**src/rtl/lcd_char_driver.sv**
```systemverilog
// HD44780 16x2 character LCD driver: power-up wait, init command sequence, then
// continuous refresh of both lines from an upstream character source.
module lcd_char_driver #(
    parameter int POWERUP_CYC  = 750000,
    parameter int SETUP_CYC    = 4,
    parameter int EN_HIGH_CYC  = 16,
    parameter int CMD_WAIT_CYC = 2000,
    parameter int CLR_WAIT_CYC = 82000
) (
    input  logic       clk,
    input  logic       rst,
    input  logic [7:0] char_in,
    output logic       char_ack,
    output logic       char_line,
    output logic [3:0] char_col,
    output logic       init_done,
    output logic [7:0] lcd_data,
    output logic       lcd_rs,
    output logic       lcd_rw,
    output logic       lcd_en,
    output logic       lcd_on,
    output logic       lcd_blon
);

    typedef enum logic [1:0] {S_POWERUP, S_INIT, S_ADDR, S_CHAR} state_e;
    typedef enum logic [1:0] {P_SETUP, P_PULSE, P_WAIT} phase_e;

    localparam logic [23:0] PWR_M1   = 24'(POWERUP_CYC - 1);
    localparam logic [23:0] SETUP_M1 = 24'(SETUP_CYC - 1);
    localparam logic [23:0] EN_M1    = 24'(EN_HIGH_CYC - 1);
    localparam logic [23:0] CMD_M1   = 24'(CMD_WAIT_CYC - 1);
    localparam logic [23:0] CLR_M1   = 24'(CLR_WAIT_CYC - 1);

    state_e      state_q, state_d;
    phase_e      phase_q, phase_d;
    logic [23:0] cnt_q, cnt_d;
    logic [2:0]  idx_q, idx_d;
    logic        line_q, line_d;
    logic [3:0]  col_q, col_d;
    logic        init_flag_q, init_flag_d;

    logic        en_q, rs_q, init_done_q;
    logic [7:0]  data_q;

    logic [7:0]  op_byte;
    logic        op_rs;
    logic        op_start;
    logic [23:0] phase_lim;

    function automatic logic [7:0] init_cmd(input logic [2:0] i);
        case (i)
            3'd0, 3'd1, 3'd2: init_cmd = 8'h38;
            3'd3:             init_cmd = 8'h0C;
            3'd4:             init_cmd = 8'h01;
            default:          init_cmd = 8'h06;
        endcase
    endfunction

    always_comb begin
        op_byte = 8'h00;
        op_rs   = (state_q == S_CHAR);
        case (state_q)
            S_INIT:  op_byte = init_cmd(idx_q);
            S_ADDR:  op_byte = line_q ? 8'hC0 : 8'h80;
            S_CHAR:  op_byte = char_in;
            default: op_byte = 8'h00;
        endcase
        // Only the clear command (init index 4) needs the long settle time.
        case (phase_q)
            P_SETUP: phase_lim = SETUP_M1;
            P_PULSE: phase_lim = EN_M1;
            default: phase_lim = (state_q == S_INIT && idx_q == 3'd4) ? CLR_M1 : CMD_M1;
        endcase
    end

    assign op_start = (state_q != S_POWERUP) && (phase_q == P_SETUP) && (cnt_q == 24'd0);

    always_comb begin
        state_d     = state_q;
        phase_d     = phase_q;
        cnt_d       = cnt_q + 24'd1;
        idx_d       = idx_q;
        line_d      = line_q;
        col_d       = col_q;
        init_flag_d = init_flag_q;
        if (state_q == S_POWERUP) begin
            if (cnt_q == PWR_M1) begin
                state_d = S_INIT;
                phase_d = P_SETUP;
                cnt_d   = 24'd0;
                idx_d   = 3'd0;
            end
        end else if (cnt_q == phase_lim) begin
            cnt_d = 24'd0;
            case (phase_q)
                P_SETUP: phase_d = P_PULSE;
                P_PULSE: phase_d = P_WAIT;
                default: begin
                    phase_d = P_SETUP;
                    case (state_q)
                        S_INIT: begin
                            if (idx_q == 3'd5) begin
                                init_flag_d = 1'b1;
                                state_d     = S_ADDR;
                            end else begin
                                idx_d = idx_q + 3'd1;
                            end
                        end
                        S_ADDR: begin
                            state_d = S_CHAR;
                            col_d   = 4'd0;
                        end
                        default: begin
                            if (col_q == 4'd15) begin
                                col_d   = 4'd0;
                                line_d  = ~line_q;
                                state_d = S_ADDR;
                            end else begin
                                col_d = col_q + 4'd1;
                            end
                        end
                    endcase
                end
            endcase
        end
    end

    always_ff @(posedge clk or negedge rst) begin
        if (!rst) begin
            state_q     <= S_POWERUP;
            phase_q     <= P_SETUP;
            cnt_q       <= 24'd0;
            idx_q       <= 3'd0;
            line_q      <= 1'b0;
            col_q       <= 4'd0;
            init_flag_q <= 1'b0;
        end else begin
            state_q     <= state_d;
            phase_q     <= phase_d;
            cnt_q       <= cnt_d;
            idx_q       <= idx_d;
            line_q      <= line_d;
            col_q       <= col_d;
            init_flag_q <= init_flag_d;
        end
    end

    // Bus pins are registered one cycle behind the sequencer so they are glitch-free;
    // data and RS load once per op and hold until the next op's first SETUP cycle.
    always_ff @(posedge clk or negedge rst) begin
        if (!rst) begin
            en_q        <= 1'b0;
            rs_q        <= 1'b0;
            data_q      <= 8'h00;
            init_done_q <= 1'b0;
        end else begin
            en_q        <= (state_q != S_POWERUP) && (phase_q == P_PULSE);
            init_done_q <= init_flag_q;
            if (op_start) begin
                data_q <= op_byte;
                rs_q   <= op_rs;
            end
        end
    end

    assign char_ack  = (state_q == S_CHAR) && (phase_q == P_SETUP) && (cnt_q == 24'd0);
    assign char_line = line_q;
    assign char_col  = col_q;
    assign init_done = init_done_q;
    assign lcd_data  = data_q;
    assign lcd_rs    = rs_q;
    assign lcd_rw    = 1'b0;
    assign lcd_en    = en_q;
    assign lcd_on    = rst;
    assign lcd_blon  = rst;

endmodule

```
**config.mk**
```make
export PLATFORM = sky130hd
export DESIGN_NAME = lcd_char_driver
export DESIGN_NICKNAME = d
export VERILOG_FILES = /design/src/rtl/lcd_char_driver.sv
export SDC_FILE = /design/constraint.sdc
export NUM_CORES = 1
export LEC_CHECK = 0
export ABC_AREA = 0
export BUFFER_PORTS_ARGS = -buffer_cell sky130_fd_sc_hd__buf_4
export CAP_MARGIN = 10
export CORE_ASPECT_RATIO = 0.75
export CORE_MARGIN = 2
export CORE_UTILIZATION = 40
export DETAILED_ROUTE_END_ITERATION = 7
export PLACE_DENSITY = 0.61
export SLEW_MARGIN = 20
export SYNTH_ARGS = -nofsm -noshare
export SYNTH_HDL_FRONTEND = slang
export SYNTH_SLANG_ARGS = --single-unit
```
**constraint.sdc**
```tcl
create_clock -name clk -period 2.2 [get_ports clk]
set_input_delay 0.33 -clock clk [delete_from_list [all_inputs] [get_ports clk]]
set_output_delay 0.33 -clock clk [all_outputs]
set_load 0.03 [all_outputs]
```
* Word-level counts from Yosys, hierarchy flattened
Index checks and enable logic that the tools add are counted.
Storage, ports and cells: register bits 48, input port bits 10, output and inout bits 20, word-level logic and storage cells 85
Operators by class: add/subtract/negate cells 3, equality and inequality tests 16, multiplexer cells 27, bitwise logic cells 5, reduce and logical (&&, ||, !) cells 23
Operators with widths (count):
- 24-bit two-way mux | 3
- 17-bit one-hot mux with 2 select lines | 1
- 24-bit by 1-bit adder with 24-bit output, second input constant | 1
- 24-bit by 20-bit equality test with 1-bit output, second input constant | 1
- 24-bit equality test | 1
- 24-bit zero test | 1
- 8-bit one-hot mux with 3 select lines | 1
- 5-bit AND reduction | 4
- 2-bit two-way mux | 9
- 3-bit two-way mux | 6
- 6-bit one-hot mux with 3 select lines | 1
- 17-bit two-way mux | 1
- 2-bit one-hot mux with 2 select lines | 2
- 4-bit one-hot mux with 2 select lines | 1
- 7-bit two-way mux | 1
- 3-bit by 2-bit equality test with 1-bit output, second input constant | 2
- 3-bit equality test, second input constant | 2
- 1-bit logical AND | 6
- 2-bit nonzero test | 3
- 1-bit inverter | 5
- 4-bit by 1-bit adder with 4-bit output, second input constant | 1
- 2-bit by 1-bit equality test with 1-bit output, second input constant | 2
- 2-bit equality test, second input constant | 2
- 4-bit equality test, second input constant | 1
- other kinds (13) | 16

* Logic depth before layout (Yosys ltp)
Gate-level depths: netlist (run 1).
depth after elaboration 7, gate-level depth with buffers 9, mapped depth without buffers 7

* Worst setup path after synthesis (run 1)
OpenSTA, ideal clock, no wires.
path type flip-flop to output port, start point reg cnt_q[15], end point out char_ack, data arrival time 2.097 ns, setup slack -0.227 ns, stages on the path, launching flop included 6, cells stage by stage dfrtp_1 > or4_4 > nor4_2 > and4_1 > clkbuf_1 > and2_1
On the way: word-level cells in the longest chain between the ends 2
Ends and longest elaborated chain:
- start, declared | line 36 | logic [23:0] cnt_q, cnt_d;
- start signal, assigned | line 140 | cnt_q <= cnt_d;
- 24-bit zero test | line 166 | assign char_ack = (state_q == S_CHAR) && (phase_q == P_SETUP) && (cnt_q == 24'd0);
- 1-bit logical AND | line 166
- end, declared | line 13 | output logic char_ack,
Every way passes these cells.

* Worst setup path in the final report (run 1)
start point reg cnt_q[17], end point out char_ack
Same word-level chain as after synthesis.

==> results of run 1 <==
-- stage by stage --
stage	hold WS (ps)	setup slack (ps)
6_report	149	-259
5_1_grt	197	-287
4_1_cts	179	-249
3_5_place_dp	382	-188
3_3_place_gp	370	-118
2_1_floorplan	34.4	-79.9
-- sequential cells by signal (all words and copies together), names as in the netlist --
name and cells:
cnt_q 24, lcd_data 8, char_col 4, idx_q 3, phase_q 2, state_q 2
char_line 1, init_done 1, init_flag_q 1, lcd_en 1, lcd_rs 1
-- layout by cell type, fill, tap and decap left out, types with 9 or more instances in the layout --
| cell type | instances |
|---|---|
| buf_4 | 82 |
| dfrtp_1 | 48 |
| nand2_1 | 20 |
| inv_1 | 17 |
| xnor2_1 | 17 |
| nand3_1 | 13 |
| nor2_1 | 13 |
| buf_6 | 12 |
| nor3_1 | 11 |
| nor2_2 | 10 |
| nand4_1 | 9 |
-- path summary, 6_finish.rpt --
path                                    end  slack [ps]  cells after the start
worst min-delay path            char_col[3]         150                      2
max in group asynchronous         cnt_q[20]        1630                      2
worst max register to register   phase_q[0]        -130                      7
worst min register to register    init_done         410                      0
min in group clk                lcd_data[6]         270                      3
worst max-delay path               char_ack        -260                      5
-- final cells by class --
class	count	area (um^2)
inverter	17	63.8
multi-input combinational	205	1560
timing repair buffer	95	766
sequential	48	1200
clock buffer	7	96.3
tap	84	105
fill	576	2910
clock inverter	1	30.0
-- synthesized netlist by cell type (3+ instances only) --
cell      count
ha_1          8
nor4_1        9
nand2_1      20
nor3_1       13
a31oi_1       3
nand3_1      13
mux2_2        4
a21oi_1       7
nor2b_1       3
xnor2_1      17
nand4_1       9
o21ai_0       7
mux2i_1       3
o211ai_1      3
nor2_1       23
and2_1        3
clkbuf_1     13
and3_1        5
dfrtp_1      48
inv_1        17
or4_1         6
xor2_1        7
buf_4         3
-- power by group through the flow --
stage / Combinational (mW) / Clock (mW) / Sequential, mW
floorplan: 0.0105 / 0 / 0.899
global placement: 0.0413 / 0 / 0.899
detailed placement: 0.0419 / 0 / 0.899
CTS: 0.0421 / 0.722 / 0.881
global route: 0.0451 / 0.765 / 0.882
finish: 0.0399 / 0.700 / 0.881
-- cell families (layout without fill, tap and decap cells) --
group / after synthesis / count (layout) / synth area share
xor+xnor: 24 / 24 / 0.0767
mux: 8 / 8 / 0.0329
buf+inv: 35 / 120 / 0.0575
compound gates: 42 / 42 / 0.115
flops: 48 / 48 / 0.438
other cells: 1 / 1 / 0.00137
simple gates: 122 / 122 / 0.242
fa+ha+maj: 8 / 8 / 0.0365
-- routing by layer --
metal  global-route usage  vias up  wire [um]
met1                0.298     1203       3570
met2                0.307       68       3350
met3               0.0376        8        405
met4               0.0670        0         91
li1                     -     1195          -
met5                    0        -          0
-- timing repair --
| item | 4_1_cts | 5_1_grt |
|---|---|---|
| setup endpoints to repair | 21 | 31 |
| endpoints found under the hold margin | 0 | 0 |
| cloned | 1 | 0 |
| hold buffers | 0 | 0 |
| pin swaps | 15 | 13 |
| gates resized for setup | 19 | 33 |
| buffers inserted | 9 | 8 |
==> results.sh, run 1 <==
export IMPL_hold_class="primary input to async pin"
export IMPL_critical_path_class="flip-flop to output pin"
export IMPL_final_cells=457
export IMPL_timing_rr_start="cnt_q[17]"
export IMPL_startpoint_type="flip-flop"
export IMPL_p_int_mw=1.30
export IMPL_final_util=0.567
export IMPL_cp_cell_sequence="or4_4 -> nor4_4 -> and4_1 -> and2_4 -> buf_6"
export IMPL_final_setup_viol_count=20
export IMPL_dp_cells=434
export IMPL_vias=2474
export IMPL_status="finished with violations"
export IMPL_gr_total_overflow=0
export IMPL_synthArstFlopShare=1.00
export IMPL_layout_nets=390
export IMPL_gp_congestion=0.945
export IMPL_coreArea_um2=6730
export IMPL_fin_tns_setup_ps=-1290
export IMPL_antenna_found_initial=0
export IMPL_path_clk_slew_ps=90
export IMPL_synth_top_area_frac=0.438
export IMPL_cts_made_buffers=5
export IMPL_drc=0
export IMPL_grt_pass1_vias=2391
export IMPL_total_power_mw=1.62
export IMPL_vias_per_cell=5.41
export IMPL_die_y_um=75.7
export IMPL_violations="negative setup slack"
export IMPL_syn_avg_cell_area_um2=9.52
export IMPL_switching_share=0.200
export IMPL_avgRoutedWirePerCell_um=16.2
export IMPL_die_area_um2=7540
export IMPL_critical_path_top_delay_family="simple AND/OR/NAND/NOR gates"
export IMPL_grt_usage=0.203
export IMPL_fmax_mhz=407
export IMPL_netlist_area_um2=2740
export IMPL_start_util=0.407
export IMPL_cp_max_fo=2
export IMPL_clock_power_share=0.432
export IMPL_io_buffers=28
export IMPL_io_pins=30
export IMPL_finalWirelength_mm=7.42
export IMPL_cts_root_buffer="clkbuf_8"
export IMPL_ys_seq_area_frac=0.438
export IMPL_insertedDiodeCount=0
export IMPL_setup_ws_ps=-259
export IMPL_cts_path_max_buffers=2
export IMPL_synth_edf_count=0
export IMPL_ant_nets=0
export IMPL_drive_gt1_frac=0.383
export IMPL_worstPathRequired_ps=1870
export IMPL_p_leak_nw=1.79
export IMPL_synth_cell_type_count=56
export IMPL_power_density_nw_per_um2=424
export IMPL_p_switching_uw=325
export IMPL_yosys_area_top_type="dfrtp_1"
export IMPL_synth_flop_cell="dfrtp_1"
export IMPL_cts_tree="done"
export IMPL_finalCritPeriodShare=1.12
export IMPL_worst_pin_slew_ps=621
export IMPL_final_area_um2=3820
export IMPL_grt_pass1_wl_mm=11.9
export IMPL_critPathSlowestCell="or4_4"
export IMPL_areaGrowthSynthToFinish_pct=39.4
export IMPL_syn_nets=306
export IMPL_slowest_delay_ps=570
export IMPL_cts_sinks=48
export IMPL_ys_warnings_count=0
export IMPL_rsz0062_at_grt="yes"
export IMPL_synthTopCellsByArea="dfrtp_1 (44%), xnor2_1 (5.4%), ha_1 (3.7%)"
export IMPL_slew_violations=0
export IMPL_dr_pass1_iters=4
export IMPL_dp_hpwl_mm=5.01
export IMPL_max_cap_violations=0
export IMPL_seq_power_share=0.544
export IMPL_endpoint_kind="output pin"
export IMPL_ys_ff_latch=48
export IMPL_combPwrFrac=0.025
export IMPL_layout_min_cycle_time_ps=2460
export IMPL_rows=26
export IMPL_skew_ps=8.59
export IMPL_ctsHtreeMaxLevel=2
export IMPL_cp_arrival_ps=2130
export IMPL_clkLatencyLatePin_ps=300
export IMPL_postPlaceCellArea_um2=3380
export IMPL_crit_path_start="cnt_q[17]"
export IMPL_peakVddDrop_mv=0.280
export IMPL_finalHoldViolCount=0
export IMPL_critPathBufInv=1
export IMPL_netlist_instances=288
export IMPL_drt_first_iter_violations=239
export IMPL_relSlewSlack=0.586
export IMPL_grt_max_degree=49
export IMPL_fp_dieW_um=99.6
Note: power is estimated with default switching activity, not from simulation.
==> inputs of run 2 (changes only) <==
- CORE_UTILIZATION: 40 -> 53
- PLACE_DENSITY: 0.61 -> 0.77
==> run 2 against run 1 <==
Compared with the run above:
- the run still ends with negative setup slack left
- clock power down 20%
- routed wire length is 0.11% higher
- first-iteration DRC count increased by 6.7%
- via count decreased by 1.1%
- sequential power barely moved
- largest cell class unchanged
- largest power group unchanged
==> results.sh, run 2 (same netlist as run 1, synthesis figures left out) <==
export IMPL_status="finished with violations"
export IMPL_violations="negative setup slack"
export IMPL_layout_min_cycle_time_ps=2460
export IMPL_cp_cell_sequence="or4_4 -> nor4_4 -> and4_4 -> and2_4 -> buf_6"
export IMPL_io_buffers=28
export IMPL_slew_violations=0
export IMPL_cts_path_max_buffers=2
export IMPL_setup_ws_ps=-265
export IMPL_ant_nets=0
export IMPL_final_setup_viol_count=28
export IMPL_drc=0
export IMPL_peakVddDrop_mv=0.346
export IMPL_postPlaceCellArea_um2=3320
export IMPL_clkLatencyLatePin_ps=290
export IMPL_fin_tns_setup_ps=-2950
export IMPL_critPathBufInv=1
export IMPL_critical_path_class="flip-flop to output pin"
export IMPL_gp_congestion=0.909
export IMPL_die_area_um2=5770
export IMPL_fp_dieW_um=87.0
export IMPL_finalWirelength_mm=7.43
export IMPL_p_switching_uw=308
export IMPL_avgRoutedWirePerCell_um=17.6
export IMPL_insertedDiodeCount=0
export IMPL_fmax_mhz=406
export IMPL_path_clk_slew_ps=80
export IMPL_worstPathRequired_ps=1870
export IMPL_finalCritPeriodShare=1.12
export IMPL_cts_sinks=48
export IMPL_power_density_nw_per_um2=401
export IMPL_slowest_delay_ps=570
export IMPL_max_cap_violations=0
export IMPL_grt_usage=0.270
export IMPL_critical_path_top_delay_family="simple AND/OR/NAND/NOR gates"
export IMPL_areaGrowthSynthToFinish_pct=35.1
export IMPL_relSlewSlack=0.547
export IMPL_regArea_um2=1200
export IMPL_n_fill_cell=343
export IMPL_layout_nets=380
export IMPL_ctsHtreeMaxLevel=2
export IMPL_r2r_slack_ps=-220
export IMPL_cts_tree="done"
export IMPL_antenna_found_initial=0
export IMPL_vias=2446
export IMPL_drive_gt1_frac=0.376
export IMPL_p_int_mw=1.18
export IMPL_io_pins=30
export IMPL_final_util=0.751
export IMPL_critPathSlowestCell="or4_4"
export IMPL_endpoint_kind="output pin"
export IMPL_hold_class="primary input to flip-flop"
export IMPL_final_area_um2=3700
export IMPL_clock_power_share=0.378
export IMPL_die_y_um=66.3
export IMPL_switching_share=0.207
export IMPL_coreArea_um2=4930
export IMPL_cp_max_fo=3
export IMPL_grt_max_degree=33
export IMPL_combPwrFrac=0.028
export IMPL_seq_power_share=0.594
export IMPL_dr_pass1_iters=4
export IMPL_cts_made_buffers=5
export IMPL_gr_total_overflow=0
export IMPL_top_register="cnt_q"
export IMPL_worst_pin_slew_ps=674
export IMPL_startpoint_type="flip-flop"
export IMPL_p_leak_nw=1.72
export IMPL_drt_first_iter_violations=255
export IMPL_rows=22
export IMPL_rsz0062_at_grt="yes"
export IMPL_final_common_cell="buf_4"
export IMPL_cp_arrival_ps=2130
export IMPL_largest_reg_flops=24
export IMPL_grt_pass1_vias=2453
export IMPL_finalHoldViolCount=0
export IMPL_multi_input_area_um2=1580
export IMPL_grt_pass1_wl_mm=12.0
export IMPL_dp_hpwl_mm=5.04
export IMPL_final_cell_mix="buf_4 (74), dfrtp_1 (48), nand2_1 (20)"
export IMPL_start_util=0.556
export IMPL_vias_per_cell=5.80
export IMPL_skew_ps=5.45
export IMPL_cts_root_buffer="clkbuf_8"
## run 2: changes by cell type in the layout (fill, tap and decap cells not counted), moves of 2 or more
cell / previous run / this run
buf_8: 1 / 3
nor2_4: 0 / 6
buf_6: 12 / 7
buf_4: 82 / 74
nor2_1: 13 / 6
## run 2: cell type report
class                      instances  share of cell area
clock buffer                       7              0.0260
timing repair buffer              85               0.186
multi-input combinational        205               0.426
inverter                          17              0.0172
tap                               60              0.0203
sequential                        48               0.324
## run 2: worst paths after layout
check,cells after the start,endpoint,from
max,5,char_ack,cnt_q[22]
min,3,lcd_data[6],char_in[6]
max reg2reg,7,phase_q[1],cnt_q[22]
min reg2reg,0,init_done,init_flag_q
max in group asynchronous,3,cnt_q[19],rst
min in group asynchronous,2,lcd_data[4],rst
## run 2: through the flow
stage	power, mW	setup WS, ps	cells	hold WS (ps)
finish	1.48	-265	422	277
global route	1.54	-328	422	294
CTS	1.49	-228	420	277
detailed placement	0.940	-121	406	214
global placement	0.940	-54.0	406	208
floorplan	0.910	-79.9	288	34.4
## run 2: timing repair
action	in CTS	in global routing
resized for setup	28	31
buffers inserted	6	3
pin swaps	16	14
cloned	1	0
endpoints found under the setup margin	23	31
hold buffers	1	0
hold endpoints to repair	16	0
## run 2: tightest hold or removal path, cell delays in order
cell and delay [ps]:
buf_4 80, nand3_1 50, o211ai_1 80
## run 2: power groups by stage
stage / Combinational [mW] / Clock [mW] / Sequential (mW)
5_1_grt: 0.0475 / 0.611 / 0.881
2_1_floorplan: 0.0105 / 0 / 0.899
6_report: 0.0414 / 0.561 / 0.881
3_3_place_gp: 0.0408 / 0 / 0.899
3_5_place_dp: 0.0414 / 0 / 0.899
4_1_cts: 0.0429 / 0.571 / 0.881
## run 2: metal layers
layer | part of all wire | GRT usage | vias up
li1 | - | - | 1168
met1 | 0.45 | 0.387 | 1168
met5 | 0 | 0 | -
met2 | 0.46 | 0.403 | 92
met3 | 0.071 | 0.0624 | 18
met4 | 0.018 | 0.0840 | 0
